### src/rtl/mux_arb_pkg.sv
// Shared definitions for the round-robin mux arbiter.
//   N_REQ   : number of requesters sharing the 4:1 mux
//   IDX_W   : width of an encoded requester index
//   state_t : arbiter FSM states
//   pick_t  : result of a round-robin search {found, idx}
//   rr_pick : first eligible request in search order ptr, ptr+1, ... (mod N_REQ)
package mux_arb_pkg;

    localparam int N_REQ = 4;
    localparam int IDX_W = 2;

    typedef enum logic {
        IDLE  = 1'b0,
        GRANT = 1'b1
    } state_t;

    typedef struct packed {
        logic             found;
        logic [IDX_W-1:0] idx;
    } pick_t;

    // Walk the search order backwards so the candidate closest to ptr is the
    // last one written and therefore wins. Index arithmetic wraps naturally
    // in IDX_W bits.
    function automatic pick_t rr_pick(input logic [N_REQ-1:0] req,
                                      input logic [IDX_W-1:0] ptr,
                                      input logic [N_REQ-1:0] mask);
        pick_t            res;
        logic [N_REQ-1:0] elig;
        logic [IDX_W-1:0] cand;
        res  = '0;
        elig = req & ~mask;
        for (int k = N_REQ - 1; k >= 0; k--) begin
            cand = ptr + IDX_W'(k);
            if (elig[cand]) begin
                res.found = 1'b1;
                res.idx   = cand;
            end
        end
        return res;
    endfunction

endpackage

### src/rtl/mux.sv
// Existing 4:1 single-bit multiplexer.
//   sel : encoded input select
//   in  : four data bits
//   ans : in[sel]
module mux (
    input  logic [1:0] sel,
    input  logic [3:0] in,
    output logic       ans
);

    assign ans = in[sel];

endmodule

### src/rtl/mux_rr_arbiter.sv
// Round-robin arbiter sharing one 4:1 bit mux between four requesters.
//   clk     : rising-edge clock
//   rst_n   : asynchronous active-low reset
//   req     : request per requester (bit i = requester i)
//   in      : data bit per requester (bit i = requester i)
//   gnt     : registered one-hot grant, zero when idle
//   sel     : encoded granted index, drives the mux select
//   busy    : high while a grant is active
//   ans_q   : registered mux output from the previous cycle
//   ans_vld : ans_q holds data captured during a granted cycle
module mux_rr_arbiter
    import mux_arb_pkg::IDX_W;
    import mux_arb_pkg::state_t;
    import mux_arb_pkg::IDLE;
    import mux_arb_pkg::GRANT;
    import mux_arb_pkg::pick_t;
    import mux_arb_pkg::rr_pick;
#(
    parameter int N_REQ    = 4,   // fixed by the 4:1 mux
    parameter int MAX_HOLD = 4    // 1..15
) (
    input  logic             clk,
    input  logic             rst_n,
    input  logic [N_REQ-1:0] req,
    input  logic [N_REQ-1:0] in,
    output logic [N_REQ-1:0] gnt,
    output logic [IDX_W-1:0] sel,
    output logic             busy,
    output logic             ans_q,
    output logic             ans_vld
);

    localparam logic [3:0] HOLD_MAX = 4'(MAX_HOLD);

    state_t           state;
    logic [IDX_W-1:0] ptr;
    logic [3:0]       hold_cnt;

    logic             ans;
    logic [N_REQ-1:0] own_mask;
    logic             others;
    logic             hand_off;
    pick_t            idle_pick;
    pick_t            next_pick;

    mux u_mux (
        .sel (sel),
        .in  (in),
        .ans (ans)
    );

    // NOTE: every always_comb output gets a default assignment first, so no
    // path leaves a value unassigned and no latch is inferred.
    always_comb begin
        own_mask  = '0;
        own_mask  = N_REQ'(1) << sel;
        others    = |(req & ~own_mask);
        // Leave the current owner on release, or when its tenure is used up
        // and someone else is waiting.
        hand_off  = !req[sel] || ((hold_cnt == HOLD_MAX) && others);
        idle_pick = rr_pick(req, ptr, '0);
        // After a hand-off the search restarts just past the old owner,
        // which is excluded from this evaluation.
        next_pick = rr_pick(req, sel + IDX_W'(1), own_mask);
    end

    // NOTE: sequential state uses non-blocking assignments so every register
    // samples pre-edge values regardless of statement order.
    always_ff @(posedge clk or negedge rst_n) begin
        if (!rst_n) begin
            state    <= IDLE;
            gnt      <= '0;
            sel      <= '0;
            busy     <= 1'b0;
            ans_q    <= 1'b0;
            ans_vld  <= 1'b0;
            ptr      <= '0;
            hold_cnt <= '0;
        end else begin
            // ans_q keeps its last sample once the grant goes away.
            if (busy) begin
                ans_q <= ans;
            end
            ans_vld <= busy;

            case (state)
                IDLE: begin
                    if (idle_pick.found) begin
                        state    <= GRANT;
                        gnt      <= N_REQ'(1) << idle_pick.idx;
                        sel      <= idle_pick.idx;
                        busy     <= 1'b1;
                        hold_cnt <= 4'd1;
                    end
                end
                GRANT: begin
                    if (hand_off) begin
                        ptr <= sel + IDX_W'(1);
                        if (next_pick.found) begin
                            gnt      <= N_REQ'(1) << next_pick.idx;
                            sel      <= next_pick.idx;
                            hold_cnt <= 4'd1;
                        end else begin
                            state    <= IDLE;
                            gnt      <= '0;
                            busy     <= 1'b0;
                            hold_cnt <= '0;
                        end
                    end else if (hold_cnt != HOLD_MAX) begin
                        hold_cnt <= hold_cnt + 4'd1;
                    end
                    // At HOLD_MAX with nobody else waiting the count saturates,
                    // so rotation fires on the first edge another request shows.
                end
                default: begin
                    state <= IDLE;
                end
            endcase
        end
    end

endmodule

### config.mk
export PLATFORM = sky130hd
export DESIGN_NAME = mux_rr_arbiter
export DESIGN_NICKNAME = d
export VERILOG_FILES = /design/src/rtl/mux_arb_pkg.sv /design/src/rtl/mux.sv /design/src/rtl/mux_rr_arbiter.sv
export SDC_FILE = /design/constraint.sdc
export NUM_CORES = 1
export LEC_CHECK = 0
export ABC_AREA = 1
export BUFFER_PORTS_ARGS = -buffer_cell sky130_fd_sc_hd__buf_2
export CAP_MARGIN = 20
export CORE_MARGIN = 5
export CORE_UTILIZATION = 40
export DETAILED_ROUTE_END_ITERATION = 10
export HOLD_SLACK_MARGIN = 0.03
export SKIP_LAST_GASP = 1
export SYNTH_ARGS = -nofsm -noshare
export SYNTH_HDL_FRONTEND = slang
export SYNTH_SLANG_ARGS = --single-unit
### constraint.sdc
create_clock -name clk -period 5.55 [get_ports clk]
set_input_delay 1.11 -clock clk [delete_from_list [all_inputs] [get_ports clk]]
set_output_delay 1.11 -clock clk [all_outputs]
set_load 0.01 [all_outputs]
==> results.json <==
{
  "status": "complete, no violations",
  "antenna_left": 0,
  "drt-initial-drc-count": 50,
  "setup_tns_ns": 0,
  "grtUsageTotal_pct": 13.7,
  "layout_min_cycle_time_ns": 2.55,
  "finalSetupViolations": 0,
  "grt_pass1_wl_mm": 5.66,
  "routed_wl_mm": 3.22,
  "synth-async-reset-ratio_pct": 100,
  "diodes": 0,
  "syn_nets": 243,
  "ys_seq_area_share_pct": 27.9,
  "syn_area_per_cell_um2": 6.33,
  "place_congestion": 0.817,
  "route.detailed.drc": 0,
  "final-hold-violation-count": 0,
  "wl_per_cell_um": 11.0,
  "cts_hold_buf": 0,
  "grt-ovfl-total": 0,
  "min_path_type": "reg2reg",
  "nets": 262,
  "cts_root_buffer": "clkbuf_4",
  "vias": 1392,
  "area_growth_pct": 10.5,
  "start_util_pct": 42.1,
  "synth.area.top_cells": "dfrtp_1 (28%), nand2_1 (21%), nand3_1 (7.3%)",
  "portBuffers": 18,
  "synth_area_um2": 1440,
  "dp_hpwl_mm": 2.60,
  "cp-start-kind": "register",
  "cts-resized-gates": 0,
  "ys_warn_count": 0,
  "arrival_ns": 2.78,
  "critPathMaxFanout": 18,
  "yosysUniqueCellTypes": 26,
  "synth_cells": 227,
  "setup_ws_ns": 3.00,
  "cts_max_level": 1,
  "ys_seq_elements": 16,
  "timing.fmax_ghz": 0.392,
  "io_pins": 19,
  "clockBufferDepth": 2,
  "core_um2": 3420,
  "ys_top_cells_by_count": "nand2_1 (82), inv_1 (23), nor2_1 (22)",
  "clock-sinks": 16,
  "finalCritPeriodShare_pct": 45.9,
  "cts_tree": "built",
  "grt_pass1_vias": 1274,
  "rows": 21,
  "die_area_um2": 4890,
  "layout-drive-gt1-share_pct": 18.8,
  "synth.largest_area_cell": "dfrtp_1",
  "p_per_area_nw_per_um2": 717,
  "synth_top_cell_area_share_pct": 27.9,
  "power_mw": 1.14,
  "cts_inserted_buffers": 3,
  "die_y_um": 69.9,
  "firstDrtPassIters": 4,
  "vias_per_cell": 4.78,
  "die_w_um": 69.9,
  "synth_edf_count": 0,
  "clkTransAtPathRegs_ns": 0.09,
  "tightest_slew_ns": 0.621,
  "synth_most_common_cell": "nand2_1",
  "power_leakage_nw": 0.902,
  "end_kind": "register",
  "clk_latency_ns": 0.29,
  "crit_type": "reg2reg",
  "max-slew-margin-rel_pct": 58.6,
  "slew_violations": 0,
  "peakVddDrop_uv": 292,
  "dp_worst_setup_slack_ns": 3.04,
  "cts_setup_buffers": 0,
  "cp.required_ns": 5.78,
  "final.setup_skew_ns": 0.00636,
  "rsz0062_at_grt": "no",
  "cap_viol_max_count": 0,
  "synth_ff_type": "dfrtp_1",
  "grt_max_degree": 19,
  "antenna_found_initial": 0
}
==> cell families (layout without fill, tap and decap cells) <==
family	count (synthesis)	after routing	share of synthesized area (%)
fa+ha+maj	6	6	5.23
buf+inv	32	50	9.76
compound gates	26	26	10.5
simple gates	147	147	46.6
flops	16	16	27.9
==> worst paths after layout <==
| check | startpoint | end | slack, ns | cells after the start |
|---|---|---|---|---|
| min in group asynchronous | rst_n | gnt[1] | 0.70 | 1 |
| hold reg to reg | busy | ans_vld | 0.46 | 0 |
| hold / removal | busy | ans_vld | 0.46 | 0 |
| setup reg to reg | sel[0] | gnt[0] | 3.00 | 12 |
| setup / recovery | sel[0] | gnt[0] | 3.00 | 12 |
| max in group asynchronous | rst_n | hold_cnt[0] | 4.58 | 1 |
==> cell usage in the layout (no fill, tap or decap), types with 2 or more instances in the layout <==
master	n
nand3b_1	2
nand2_4	2
nand2_2	9
o21ai_1	2
clkbuf_4	3
nand3_1	21
o21ai_0	11
ha_1	6
nor2_1	22
o211ai_1	3
inv_1	23
dfrtp_1	16
a31oi_1	2
inv_2	4
nand2_1	82
buf_2	18
a21oi_1	5
nand3_2	5
==> power breakdown <==
group	total [mW]	internal (mW)	switching, mW
Combinational	0.818	0.296	0.522
Clock	0.0774	0.0400	0.0374
Sequential	0.243	0.172	0.0702
Total	1.14	0.509	0.629
==> critical path, stage by stage, from the launching register on <==
cell and delay (ns):
dfrtp_1 0.75, inv_2 0.26, ha_1 0.42, inv_1 0.18
nand2_2 0.07, nand2_2 0.10, nand2_1 0.09, and2_4 0.15
a21boi_2 0.14, nand2_1 0.08, nor2_1 0.12, nor2_1 0.05
nor2_1 0.08
==> metal layers <==
metal  vias up  track usage (%)  wire, um
met5         -                0         0
met4         0             3.62        31
met3         4             2.73       101
met2        23             22.0      1470
met1       607             18.8      1610
li1        758                -         -
==> through the flow <==
stage                     instance area [um2]  instances  hold slack (ns)  utilization [%]
after floorplan                          1440        227            0.473                -
after global placement                   1550        287            0.446             45.4
after detailed placement                 1550        287            0.447             45.4
after CTS                                1590        291            0.466             46.5
after global routing                     1590        291            0.506             46.5
final                                    1590        291            0.461             46.5
==> state kept, by name, indices dropped and copies added, names as in the netlist <==
signal    count
busy          1
ptr           2
gnt           4
hold_cnt      4
ans_vld       1
sel           2
state         1
ans_q         1
==> final cells by class <==
cell class / count / area, um2
well taps: 46 / 57.6
inverters: 28 / 108
clock buffers: 4 / 36.3
multi-input cells: 179 / 896
repair buffers: 18 / 90.1
fillers: 387 / 1830
flip-flops and latches: 16 / 400
(Power assumes the default switching activity.)
